===== config.mk =====
export PLATFORM = sky130hd
export DESIGN_NAME = ls74194_seq_ctrl
export DESIGN_NICKNAME = d
export VERILOG_FILES = /design/src/rtl/ls74194_pkg.sv /design/src/rtl/ls74194_pin_decode.sv /design/src/rtl/ls74194_seq_ctrl.sv
export SDC_FILE = /design/constraint.sdc
export NUM_CORES = 1
export LEC_CHECK = 0
export ABC_AREA = 1
export BUFFER_PORTS_ARGS = -buffer_cell sky130_fd_sc_hd__buf_2
export CAP_MARGIN = 10
export CORE_MARGIN = 2
export CORE_UTILIZATION = 48
export CTS_CLUSTER_DIAMETER = 30
export CTS_CLUSTER_SIZE = 10
export DETAILED_ROUTE_END_ITERATION = 10
export HOLD_SLACK_MARGIN = 0.15
export PLACE_DENSITY_LB_ADDON = 0.12
export SKIP_CTS_REPAIR_TIMING = 1
export SKIP_LAST_GASP = 1
export SYNTH_ARGS = -nofsm -noshare
export SYNTH_HDL_FRONTEND = slang
export SYNTH_SLANG_ARGS = --single-unit
export TNS_END_PERCENT = 1

===== constraint.sdc =====
create_clock -name clk -period 1.4 [get_ports clk]
set_input_delay 0.14 -clock clk [delete_from_list [all_inputs] [get_ports clk]]
set_output_delay 0.14 -clock clk [all_outputs]
set_load 0.005 [all_outputs]

===== src/rtl/ls74194_pkg.sv =====
// ============================================================================
// Module  : ls74194_pkg
// Brief   : Op encodings, ls74194 mode constants and FSM state type shared by
//           the ls74194 sequencer and its pin decoder.
// Rev     : 1.0  initial release
// ============================================================================
`default_nettype none

package ls74194_pkg;

    localparam logic [2:0] OP_CLEAR = 3'b000;
    localparam logic [2:0] OP_LOAD  = 3'b001;
    localparam logic [2:0] OP_SHR   = 3'b010;
    localparam logic [2:0] OP_SHL   = 3'b011;
    localparam logic [2:0] OP_ROR   = 3'b100;
    localparam logic [2:0] OP_ROL   = 3'b101;

    localparam logic [1:0] S_HOLD = 2'b00;
    localparam logic [1:0] S_SHR  = 2'b01;
    localparam logic [1:0] S_SHL  = 2'b10;
    localparam logic [1:0] S_LOAD = 2'b11;

    typedef enum logic [1:0] {
        ST_IDLE = 2'd0,
        ST_EXEC = 2'd1,
        ST_DONE = 2'd2
    } state_t;

    function automatic logic op_is_multi(input logic [2:0] op);
        return (op == OP_SHR) || (op == OP_SHL) || (op == OP_ROR) || (op == OP_ROL);
    endfunction

    function automatic logic op_is_reserved(input logic [2:0] op);
        return op[2] & op[1];
    endfunction

endpackage

`default_nettype wire


===== src/rtl/ls74194_pin_decode.sv =====
// ============================================================================
// Module  : ls74194_pin_decode
// Brief   : Combinational map from sequencer state and latched command to the
//           ls74194 control pins. Pins sit at idle values outside EXEC.
// Rev     : 1.0  initial release
// ============================================================================
`default_nettype none

module ls74194_pin_decode
    import ls74194_pkg::*;
(
    input  state_t     state,
    input  logic [2:0] op,
    input  logic [3:0] data,
    input  logic       fill,
    input  logic       q_msb,
    input  logic       q_lsb,
    output logic       clr_n,
    output logic [1:0] s,
    output logic [3:0] p,
    output logic       sil,
    output logic       sir
);

    always_comb begin
        clr_n = 1'b1;
        s     = S_HOLD;
        p     = 4'h0;
        sil   = 1'b0;
        sir   = 1'b0;
        if (state == ST_EXEC) begin
            case (op)
                OP_CLEAR: clr_n = 1'b0;
                OP_LOAD: begin
                    s = S_LOAD;
                    p = data;
                end
                OP_SHR: begin
                    s   = S_SHR;
                    sir = fill;
                end
                OP_SHL: begin
                    s   = S_SHL;
                    sil = fill;
                end
                // rotates feed the outgoing bit straight back from the live q
                OP_ROR: begin
                    s   = S_SHR;
                    sir = q_lsb;
                end
                OP_ROL: begin
                    s   = S_SHL;
                    sil = q_msb;
                end
                default: ;
            endcase
        end
    end

endmodule

`default_nettype wire


===== src/rtl/ls74194_seq_ctrl.sv =====
// ============================================================================
// Module  : ls74194_seq_ctrl
// Brief   : Accepts one command over valid/ready, drives an ls74194 for the
//           required number of cycles and returns q with a done pulse.
// Rev     : 1.0  initial release
// ============================================================================
`default_nettype none

module ls74194_seq_ctrl
    import ls74194_pkg::*;
#(
    parameter int CNT_W = 2
) (
    input  logic             clk,
    input  logic             clear_n,
    input  logic             req_valid,
    output logic             req_ready,
    input  logic [2:0]       req_op,
    input  logic [3:0]       req_data,
    input  logic             req_fill,
    input  logic [CNT_W-1:0] req_count,
    output logic             sr_clear_n,
    output logic [1:0]       sr_s,
    output logic [3:0]       sr_p,
    output logic             sr_sil,
    output logic             sr_sir,
    input  logic [3:0]       sr_q,
    output logic             done,
    output logic [3:0]       result,
    output logic             err
);

    localparam logic [CNT_W:0] c_cnt_one = (CNT_W+1)'(1);

    state_t         r_state;
    logic [2:0]     r_op;
    logic [3:0]     r_data;
    logic           r_fill;
    logic [CNT_W:0] r_cnt;
    logic [3:0]     r_result;
    logic           w_dec_clr_n;

    // counter is one bit wider than req_count so a full 2^CNT_W shift fits
    always_ff @(posedge clk or negedge clear_n) begin
        if (!clear_n) begin
            r_state  <= ST_IDLE;
            r_op     <= OP_CLEAR;
            r_data   <= 4'h0;
            r_fill   <= 1'b0;
            r_cnt    <= '0;
            r_result <= 4'h0;
        end else begin
            case (r_state)
                ST_IDLE: begin
                    if (req_valid) begin
                        r_op    <= req_op;
                        r_data  <= req_data;
                        r_fill  <= req_fill;
                        r_cnt   <= op_is_multi(req_op) ? ({1'b0, req_count} + c_cnt_one) : c_cnt_one;
                        r_state <= ST_EXEC;
                    end
                end
                ST_EXEC: begin
                    r_cnt <= r_cnt - c_cnt_one;
                    if (r_cnt == c_cnt_one) begin
                        r_state <= ST_DONE;
                    end
                end
                ST_DONE: begin
                    r_result <= sr_q;
                    r_state  <= ST_IDLE;
                end
                default: r_state <= ST_IDLE;
            endcase
        end
    end

    ls74194_pin_decode u_pin_decode (
        .state (r_state),
        .op    (r_op),
        .data  (r_data),
        .fill  (r_fill),
        .q_msb (sr_q[3]),
        .q_lsb (sr_q[0]),
        .clr_n (w_dec_clr_n),
        .s     (sr_s),
        .p     (sr_p),
        .sil   (sr_sil),
        .sir   (sr_sir)
    );

    assign sr_clear_n = clear_n & w_dec_clr_n;
    assign req_ready  = clear_n & (r_state == ST_IDLE);
    assign done       = (r_state == ST_DONE);
    assign err        = done & op_is_reserved(r_op);
    assign result     = r_result;

endmodule

`default_nettype wire


==> summary.txt <==
Place
  – DP Area: 0.00112 mm^2
  – Port Buffers: 32
  – Placement Setup Slack: 184 ps
  – Hpwl dp: about 1700 um
  – Final GP Congestion: 0.909

Yosys
  – Area share of the largest cell type after synthesis: 46.3%
  – Largest family of logic cells by synthesized area: simple AND/OR/NAND/NOR gates
  – Synth Area in Adders: 4.09%
  – Synth warn: 0
  – Post-synthesis cell area: 918 um^2
  – Post-Syn Instances: 129
  – Synth Register Bits: 17
  – Synth Net Count: 149
  – Largest area contributor in the netlist: dfrtp_1
  – Multiplexer share of the synthesized area: 0%
  – Synth area leaders: dfrtp_1 46%, nand2_1 24%, inv_1 5.3%
  – Compound-Gate Fraction of Synth Area: 5.86%
  – Netlist cell types: 16
  – Sequential-to-total area share from yosys stat: 46.3%
  – Avg Inst Size Synth: 7.12 um^2
  – Synth Area in Simple Gates: 35.6%
  – Xor/xnor cell area share of the yosys netlist: 0%

STA
  – Final Cycle Share: 106%
  – Worst slew pin tran: between 300 and 400 ps
  – Achievable Freq: roughly 670 MHz
  – Final Max Slew Viols: 0
  – Min Tclk post-route: 1490 ps
  – Rel. slew slack: 76.0%
  – Final WS setup: -89.9 ps
  – RSZ-0062 raised after global routing: yes
  – Fin Clk Skew: 6.59 ps
  – Total count of hold-check failures in the final report: 0
  – Final setup vio count: 10

Layout
  – Area growth syn-to-layout: 42.4%
  – Reg area: approximately 430 um^2
  – Layout cell share with drive strength beyond 1: 30.2%
  – # fillers: 165
  – Final #Nets: roughly 200
  – Finished Cell Area: 0.00131 mm^2
  – Most common cell after layout, fill and taps aside: nand2_1
  – Multi-input gate area: 428 um^2
  – Commonest non-fill, non-tap cells in the layout: 57 x nand2_1, 32 x buf_2, 16 x dfrtp_1
  – N_diodes: 0

Clock tree
  – Clock latency on the worst-skew pair: around 300 ps
  – Htree depth: 1
  – Clock Path Buffers: 2
  – TritonCTS clock tree: yes
  – CTS Sinks: 17
  – Total CTS buffers: 3
  – Clock Pin Slew Worst Setup and Hold Paths: ~100 ps
  – CTS root buf: clkbuf_4

Detailed routing
  – DRC errors left: 0
  – DR vias/cell: approximately 4.8
  – First-pass detailed-route iteration total: 4
  – DR iter-0 viols: 20
  – Final ANT Viol Nets: 0
  – Routed wire length: between 2000 and 2500 um
  – DRT met1 WL: 952 um
  – Routed vias: 986
  – Top Layer Used: met4
  – WL met2: 1180 um
  – Post-DR wirelength/cell: 10.9 um
  – Metal3 WL: 84 um

Setup path
  – Critical Path RT: 1260 ps
  – Delay of the slowest cell on the worst path: 410 ps
  – Crit-path cells: inv_2 -> nor2_4 -> buf_6 -> nand2_1 -> nor2_1 -> buf_2
  – Crit-path max FO: 5
  – Arr. time, crit path: 1350 ps
  – CP endpoint kind: primary output
  – Worst path slowest cell: dfrtp_1
  – Setup Crit Path Kind: register to primary output
  – Element type at the critical path start: register
  – CP delay by family, top: flip-flops
  – Worst path bufs/invs: 3

Floorplanning
  – Die height: 47.7 um
  – IO Pins: 33
  – Die Area: between 0.002 and 0.0025 mm^2
  – DIE WIDTH: between 40 and 50 um
  – Placeable Area: about 0.0018 mm^2
  – Initial Util: 52.1%
  – Rows: 15

Global route
  – All-Layer GR Usage: 21.5%
  – Largest net degree at the start of global routing: 18
  – Initial antenna violation count: 0
  – Number of global-route vias before repair: 850
  – Total congestion overflow: 0
  – First-pass GRT wire length: 3370 um

Run status
  – Failing checks: setup timing
  – Status: finished, violations left

Pwr
  – Worst VDD drop: 1.23 mV
  – Power density cells: between 1500 and 2000 mW/mm^2
  – Pleak: about 0.76 nW

Job
  – Max-cap violations: 0

Min path
  – Hold WC Path Type: primary input to register
==> cell usage after synthesis <==
cell type and number:
nand3_1 5, buf_4 1, nor2_4 1, dfrtp_1 17
nor3_1 1, nor2_1 12, o21bai_1 1, a21oi_1 3
nand4_1 2, inv_2 5, ha_1 3, nand3_2 1
o21ai_0 5, a31oi_1 1, inv_1 13, nand2_1 58
==> final timing paths <==
path	from	endpoint	slack [ps]	cells past startpoint
max	r_state[0]$_DFFE_PN0P_	sr_p[1]	-90	6
min	req_op[2]	r_op[2]$_DFFE_PN0P_	110	3
max reg2reg	r_state[0]$_DFFE_PN0P_	r_cnt[2]$_DFFE_PN0P_	180	7
min reg2reg	result[2]$_DFFE_PN0P_	result[2]$_DFFE_PN0P_	480	2
max in group asynchronous	clear_n	r_op[2]$_DFFE_PN0P_	870	3
min in group asynchronous	clear_n	r_fill$_DFFE_PN0P_	330	3
==> power by group <==
part	total, W	internal [W]	leakage, nW	switching (W)
Combinational	0.00128	0.000574	0.539	0.000710
Clock	0.000267	0.000106	0.0177	0.000160
Sequential	0.000943	0.000735	0.206	0.000208
Total	0.00249	0.00142	0.763	0.00108
==> cells by family (layout without fill, tap and decap cells) <==
group,after synthesis,count (layout)
simple gates,80,80
buf+inv,19,72
flops,17,17
compound gates,10,10
fa+ha+maj,3,3
==> cell type report <==
| type | count | share of cell area, % |
|---|---|---|
| clock buffer | 3 | 1.72 |
| clock inverter | 1 | 0.383 |
| inverter | 18 | 5.17 |
| multi-input combinational | 93 | 32.7 |
| sequential | 17 | 32.6 |
| tap | 25 | 2.39 |
| timing repair buffer | 50 | 25.0 |
==> metal layers <==
| layer | GRT usage [%] | vias to the layer above |
|---|---|---|
| li1 | - | 502 |
| met1 | 25.2 | 452 |
| met2 | 38.1 | 25 |
| met3 | 3.77 | 7 |
| met4 | 9.19 | 0 |
| met5 | 0 | - |
==> flip-flops by register name (all words and copies together) (netlist names) <==
register / cells
r_cnt: 3
r_data: 4
r_fill: 1
r_op: 3
r_state: 2
result: 4
==> per-stage QoR <==
| step | util, % | power (W) | cells | setup TNS [ps] | hold slack (ps) |
|---|---|---|---|---|---|
| 6_report | 74.1 | 0.00249 | 207 | -623 | 113 |
| 5_1_grt | 74.1 | 0.00273 | 207 | -1390 | 150 |
| 4_1_cts | 64.9 | 0.00232 | 191 | -682 | -207 |
| 3_5_place_dp | 63.3 | 0.00204 | 187 | 0 | 119 |
| 3_3_place_gp | 63.3 | 0.00199 | 187 | 0 | 117 |
| 2_1_floorplan | - | 0.00166 | 129 | 0 | -156 |
==> worst min-delay path: stages <==
cell     delay, ps
buf_2          100
inv_1           60
o21ai_0         80
No activity file was read; power rests on OpenSTA's default activity.
